`config.mk`:
```
export PLATFORM = sky130hd
export DESIGN_NAME = uart_tx_arb
export DESIGN_NICKNAME = d
export VERILOG_FILES = /design/src/rtl/uart_tx_arb_pkg.sv /design/src/rtl/uart_tx_arb.sv
export SDC_FILE = /design/constraint.sdc
export NUM_CORES = 1
export LEC_CHECK = 0
export BUFFER_PORTS_ARGS = -buffer_cell sky130_fd_sc_hd__buf_2
export CAP_MARGIN = 20
export CORE_ASPECT_RATIO = 1.25
export CORE_MARGIN = 2
export CORE_UTILIZATION = 50
export CTS_CLUSTER_DIAMETER = 150
export DETAILED_ROUTE_END_ITERATION = 8
export GPL_TIMING_DRIVEN = 0
export HOLD_SLACK_MARGIN = 0.1
export PLACE_DENSITY = 0.74
export SYNTH_ARGS = -nofsm -noshare
export SYNTH_HDL_FRONTEND = slang
export SYNTH_SLANG_ARGS = --single-unit
```
`constraint.sdc`:
```
create_clock -name clk -period 2.5 [get_ports clk]
set_clock_uncertainty 0.15 [all_clocks]
set_input_delay 0.25 -clock clk [delete_from_list [all_inputs] [get_ports clk]]
set_output_delay 0.25 -clock clk [all_outputs]
set_load 0.01 [all_outputs]
```
`src/rtl/uart_tx_arb_pkg.sv`:
```
// rtl/uart_tx_arb_pkg.sv - shared encodings for the UART transmit arbiter
package uart_tx_arb_pkg;

  typedef enum logic [1:0] {
    IDLE    = 2'd0,
    LOAD    = 2'd1,
    WAIT_HI = 2'd2,
    WAIT_LO = 2'd3
  } state_t;

  typedef enum logic {
    GNT_A = 1'b0,
    GNT_B = 1'b1
  } grant_t;

  localparam logic [1:0] LEN_A = 2'd1;
  localparam logic [1:0] LEN_B = 2'd2;

endpackage

```
`src/rtl/uart_tx_arb.sv`:
```
// rtl/uart_tx_arb.sv - round-robin arbiter feeding one- and two-byte frames to a UART transmitter
module uart_tx_arb
  import uart_tx_arb_pkg::*;
#(
  parameter int BUSY_TIMEOUT = 255
) (
  input  logic        clk,
  input  logic        rst,
  input  logic        req_a,
  input  logic [7:0]  data_a,
  input  logic        req_b,
  input  logic [15:0] data_b,
  output logic        ack_a,
  output logic        ack_b,
  input  logic        tx_busy,
  output logic [7:0]  tx_p_data,
  output logic        tx_data_valid,
  output logic        arb_busy,
  output logic        timeout_err
);

  localparam logic [7:0] TO_LAST = 8'(BUSY_TIMEOUT - 1);

  state_t      state, state_nxt;
  grant_t      last_grant, cur_grant, pick;
  logic [15:0] shreg;
  logic [1:0]  bytes_left;
  logic [7:0]  to_cnt;
  logic [7:0]  held_byte;
  logic        take, shift_out, finish;

  always_comb begin
    pick        = (req_b && (!req_a || last_grant == GNT_A)) ? GNT_B : GNT_A;
    state_nxt   = state;
    take        = 1'b0;
    shift_out   = 1'b0;
    finish      = 1'b0;
    ack_a       = 1'b0;
    ack_b       = 1'b0;
    tx_data_valid = 1'b0;
    timeout_err = 1'b0;
    case (state)
      IDLE: begin
        // Gated by rst so a request held through reset cannot show an ack.
        if ((req_a || req_b) && !rst) begin
          take      = 1'b1;
          ack_a     = (pick == GNT_A);
          ack_b     = (pick == GNT_B);
          state_nxt = LOAD;
        end
      end
      LOAD: begin
        tx_data_valid = 1'b1;
        state_nxt     = WAIT_HI;
      end
      WAIT_HI: begin
        if (tx_busy) begin
          state_nxt = WAIT_LO;
        end else if (to_cnt == TO_LAST) begin
          timeout_err = 1'b1;
          finish      = 1'b1;
          state_nxt   = IDLE;
        end else begin
          tx_data_valid = 1'b1;
        end
      end
      WAIT_LO: begin
        if (!tx_busy) begin
          shift_out = 1'b1;
          if (bytes_left > 2'd1) begin
            state_nxt = LOAD;
          end else begin
            finish    = 1'b1;
            state_nxt = IDLE;
          end
        end
      end
      default: state_nxt = IDLE;
    endcase
  end

  assign arb_busy  = (state != IDLE);
  assign tx_p_data = (state == LOAD) ? shreg[7:0] : held_byte;

  always_ff @(posedge clk or posedge rst) begin
    if (rst) begin
      state <= IDLE;
    end else begin
      state <= state_nxt;
    end
  end

  always_ff @(posedge clk or posedge rst) begin
    if (rst) begin
      shreg      <= '0;
      bytes_left <= '0;
      to_cnt     <= '0;
      held_byte  <= '0;
      cur_grant  <= GNT_A;
      last_grant <= GNT_B;
    end else begin
      if (take) begin
        cur_grant  <= pick;
        shreg      <= (pick == GNT_B) ? data_b : {8'h00, data_a};
        bytes_left <= (pick == GNT_B) ? LEN_B : LEN_A;
      end
      if (state == LOAD) begin
        held_byte <= shreg[7:0];
        to_cnt    <= '0;
      end else if (state == WAIT_HI) begin
        to_cnt <= to_cnt + 8'd1;
      end
      if (shift_out) begin
        shreg      <= {8'h00, shreg[15:8]};
        bytes_left <= bytes_left - 2'd1;
      end
      if (finish) begin
        last_grant <= cur_grant;
      end
      if (timeout_err) begin
        bytes_left <= '0;
      end
    end
  end

endmodule

```
==> impl_summary.log <==
INFO  metric antenna_violations_before_repair = 0
INFO  metric portBuffers = 41
INFO  metric drtAntennaViolNets = 0
INFO  metric timing.final.setup_violations = 0
INFO  metric synth_mux_area_share = 7.04%
INFO  metric num_io_pins = 42
INFO  metric largest_net_degree_at_the_start_of_global_routing = 39
INFO  metric vias = between 1500 and 2000
INFO  metric cts_sinks = 38
INFO  metric first_global_vias = 1641
INFO  metric cp_cell_sequence = inv_1 > ha_2 > buf_2 > mux2_2 > buf_2
INFO  metric timing.critical_path.mode_cell = sky130_fd_sc_hd__buf_2
INFO  metric layout.nets = 290
INFO  metric drt_pre_antenna_iters = 5
INFO  metric critical_path.top_delay_family = buffers and inverters
INFO  metric achievable-frequency = 427 MHz
INFO  metric dieArea = 4430 sq um
INFO  metric critPathCaptureType = output pin
INFO  metric cts_tree = yes
INFO  metric regArea = 952 sq um
INFO  metric power.total = 0.00290 W
INFO  metric post_synth_xor_area_fraction = 0.896%
INFO  metric syn2layout_area_growth = 24.9%
INFO  metric critical_path_class = reg -> out
INFO  metric cp.required = about 2.1 ns
INFO  metric synth_area_in_compound_gates = 18.6%
INFO  metric grt_first_pass_wirelength = 7250 um
INFO  metric outcome = completed
INFO  metric drt-wirelength-per-cell = 13.9 um
INFO  metric post-synth-top-area-cell = sky130_fd_sc_hd__dfrtp_1
INFO  metric timing.final.hold_violations = 0
INFO  metric synth_top_area_share = 47.3%
INFO  metric initial_core_util = 52.1%
INFO  metric fp.coreArea = 3750 sq um
INFO  metric clock_latency = 0.29 ns
INFO  metric max_cap_viol_count = 0
INFO  metric floorplan.rows = 25
INFO  metric synth_enable_flop_cells = 0
INFO  metric synth_simple_gate_area_share = 16.3%
INFO  metric tritoncts.num_buffers = 5
INFO  metric grt_use_total = 21.9%
INFO  metric async_reset_ff_share = 100%
INFO  metric slew_viol_final = 0
INFO  metric gr-total-overflow = 0
INFO  metric worst_hold_path_type = in -> reg
INFO  metric layout_min_cycle_time = 2.34 ns
INFO  metric syn-instance-count = between 150 and 200
INFO  metric slowest_delay = roughly 0.44 ns
INFO  metric startpoint_type = flop
INFO  metric peakVddDrop = between 700 and 800 uV
INFO  metric root_buffer = sky130_fd_sc_hd__clkbuf_8
INFO  metric postSynthNetCount = 234
INFO  metric synth_cell_type_count = 43
INFO  metric post_syn_area = 1960 sq um
INFO  metric worst-slew-pin-transition = 0.766 ns
INFO  metric drive_above_1_share = between 30% and 40%
INFO  metric postSynthAreaPerCell = roughly 9.9 sq um
INFO  metric synth.area.top_cells = sky130_fd_sc_hd__dfrtp_1 (47%), sky130_fd_sc_hd__mux2_2 (5.8%), sky130_fd_sc_hd__o21ai_0 (5.6%)
INFO  metric cp_max_fo = 10
INFO  metric clkTransAtPathRegs = 0.08 ns
INFO  metric fillers = 320
INFO  metric detailedPlacementHpwl = just under 3000 um
INFO  metric dp_slack = between 0.2 and 0.3 ns
INFO  metric fraction_of_the_mapped_netlist_area_in_adder_cells = between 4 and 5%
INFO  metric cp_slowest_cell = sky130_fd_sc_hd__dfrtp_1
INFO  metric drt_iter0_markers = 63
INFO  metric rsz_0062_raised_after_global_routing = no
INFO  metric powerDensity = 1190 nW/um^2
INFO  metric multi_input_comb_area = 926 sq um
INFO  metric avgViaCountPerCell = around 5.4
INFO  metric floorplan.die.height = 73.9 um
INFO  metric setup_slack = roughly 0.16 ns
INFO  metric layout_worst_path_cycle_share = 93.6%
INFO  metric post_synthesis_register_bit_count = 38
INFO  metric drt_wl_total = slightly above 4000 um
INFO  metric synth_ff_type = sky130_fd_sc_hd__dfrtp_1
INFO  metric route.detailed.drc = 0
INFO  metric routabilityCongestion = between 0.8 and 0.9
INFO  metric power.static_leakage = 1.16 nW
INFO  metric synth_top_family_by_area = compound AO/OA/AOI/OAI gates
INFO  metric timing.critical_path.arrival = slightly below 2 ns
INFO  metric setup-tns-final = 0 ns
INFO  metric cts-htree-levels = 2
INFO  metric antenna_cells = 0
INFO  metric synth_sequential_area_ratio = 48.7%
INFO  metric max_slew_margin = 48.9%
INFO  metric synthesis_warning_total = 0
INFO  metric critPathBufInv = 3
INFO  metric clockBufferDepth = 2
INFO  metric die_x = approximately 60 um
placed cells by master, fill, tap and decap left out, types with 2 or more instances in the layout:
cell type | Yosys | final
sky130_fd_sc_hd__dlygate4sd3_1 | 0 | 9
sky130_fd_sc_hd__dfrtp_1 | 37 | 37
sky130_fd_sc_hd__o21ai_0 | 22 | 22
sky130_fd_sc_hd__nor3_1 | 2 | 2
sky130_fd_sc_hd__and3_1 | 3 | 3
sky130_fd_sc_hd__inv_2 | 1 | 2
sky130_fd_sc_hd__buf_2 | 4 | 45
sky130_fd_sc_hd__ha_1 | 7 | 6
sky130_fd_sc_hd__xor2_1 | 2 | 2
sky130_fd_sc_hd__nand2_1 | 21 | 21
sky130_fd_sc_hd__nand2b_1 | 3 | 3
sky130_fd_sc_hd__clkbuf_8 | 0 | 6
sky130_fd_sc_hd__inv_1 | 8 | 7
sky130_fd_sc_hd__a21oi_1 | 12 | 12
sky130_fd_sc_hd__nor2_1 | 11 | 11
sky130_fd_sc_hd__bufinv_16 | 0 | 2
sky130_fd_sc_hd__a31oi_1 | 2 | 2
sky130_fd_sc_hd__buf_4 | 2 | 2
sky130_fd_sc_hd__nor2b_1 | 8 | 8
sky130_fd_sc_hd__a211oi_1 | 9 | 9
sky130_fd_sc_hd__nand3_1 | 9 | 9
sky130_fd_sc_hd__mux2_2 | 10 | 10
layout make-up:
| cell class | instances | area share [%] |
|---|---|---|
| timing repair buffer | 50 | 12.1 |
| multi-input combinational | 142 | 37.9 |
| sequential | 38 | 39.0 |
| tap | 40 | 2.05 |
| clock inverter | 2 | 2.46 |
| clock buffer | 6 | 3.38 |
| buffer | 8 | 1.74 |
| inverter | 9 | 1.38 |
logic make-up (layout without fill, tap and decap cells):
logic type / after synthesis / in the layout
adder cells (fa/ha/maj): 7 / 7
flip-flops: 38 / 38
XOR/XNOR: 2 / 2
multiplexers: 12 / 12
buffers and inverters: 18 / 75
AND/OR/NAND/NOR: 63 / 63
AO/OA/AOI/OAI: 58 / 58
sequential cells by signal, summed over array words and instances (netlist names):
name        flops
bytes_left      2
cur_grant       1
held_byte       8
last_grant      1
shreg          16
state           2
to_cnt          8
worst reg2reg max path: stages (launching register included):
cell,delay [ns]
sky130_fd_sc_hd__dfrtp_1,0.44
sky130_fd_sc_hd__inv_1,0.13
sky130_fd_sc_hd__ha_1,0.25
sky130_fd_sc_hd__inv_1,0.07
sky130_fd_sc_hd__nor2_1,0.32
sky130_fd_sc_hd__buf_2,0.30
sky130_fd_sc_hd__nand3_1,0.10
sky130_fd_sc_hd__a21oi_1,0.16
path summary, 6_finish.rpt:
check	startpoint	to	slack (ns)	depth (start not counted)
worst min register to register	cur_grant$_DFFE_PP0P_	cur_grant$_DFFE_PP0P_	0.33	1
worst max register to register	state[1]$_DFFE_PP0P_	shreg[10]$_DFFE_PP0P_	0.51	7
worst max-delay path	state[1]$_DFFE_PP0P_	tx_p_data[5]	0.16	5
min in group asynchronous	rst	shreg[5]$_DFFE_PP0P_	0.52	3
worst min-delay path	data_b[2]	shreg[2]$_DFFE_PP0P_	0.12	3
max in group asynchronous	rst	to_cnt[0]$_DFFE_PP0P_	1.20	3
Yosys cell counts (2+ instances only):
library cell / count
sky130_fd_sc_hd__a211oi_1: 9
sky130_fd_sc_hd__inv_1: 8
sky130_fd_sc_hd__o21ai_0: 22
sky130_fd_sc_hd__nand2b_1: 3
sky130_fd_sc_hd__nor2_1: 11
sky130_fd_sc_hd__buf_4: 2
sky130_fd_sc_hd__nand3_1: 9
sky130_fd_sc_hd__ha_1: 7
sky130_fd_sc_hd__nor3_1: 2
sky130_fd_sc_hd__dfrtp_1: 37
sky130_fd_sc_hd__a21oi_1: 12
sky130_fd_sc_hd__xor2_1: 2
sky130_fd_sc_hd__clkbuf_1: 2
sky130_fd_sc_hd__mux2_2: 10
sky130_fd_sc_hd__and3_1: 3
sky130_fd_sc_hd__buf_2: 4
sky130_fd_sc_hd__nor2b_1: 8
sky130_fd_sc_hd__nand2_1: 21
sky130_fd_sc_hd__a31oi_1: 2
where the power goes:
| part | internal, W | total [W] | switching [W] | leakage, nW |
|---|---|---|---|---|
| Clock | 0.000426 | 0.000641 | 0.000216 | 0.0714 |
| Sequential | 0.000901 | 0.00107 | 0.000170 | 0.476 |
| Combinational | 0.000538 | 0.00118 | 0.000647 | 0.615 |
per-layer routing:
| layer | vias up | GRT usage [%] | part of all wire [%] |
|---|---|---|---|
| li1 | 808 | - | - |
| met3 | 6 | 5.81 | 4.3 |
| met5 | - | 0 | 0 |
| met1 | 741 | 27.4 | 43 |
| met2 | 42 | 36.2 | 51 |
| met4 | 0 | 7.65 | 1.6 |
repair_timing:
| item | CTS | global route |
|---|---|---|
| gates resized for setup | 0 | 1 |
| hold buffers | 9 | 0 |
| endpoints found under the setup margin | 4 | 4 |
| buffers inserted | 0 | 0 |
| endpoints found under the hold margin | 45 | 0 |
through the flow:
stage                     instance area (sq um)  std cells  hold slack, ns  utilization, %
after CTS                                  2440        295           0.117            65.0
after detailed placement                   2210        279           0.307            58.9
after global routing                       2440        295           0.130            65.1
after global placement                     2210        279           0.311            58.9
after floorplan                            1960        198           0.247               -
final                                      2440        295           0.119            65.1
Note: power is estimated with default switching activity, not from simulation.
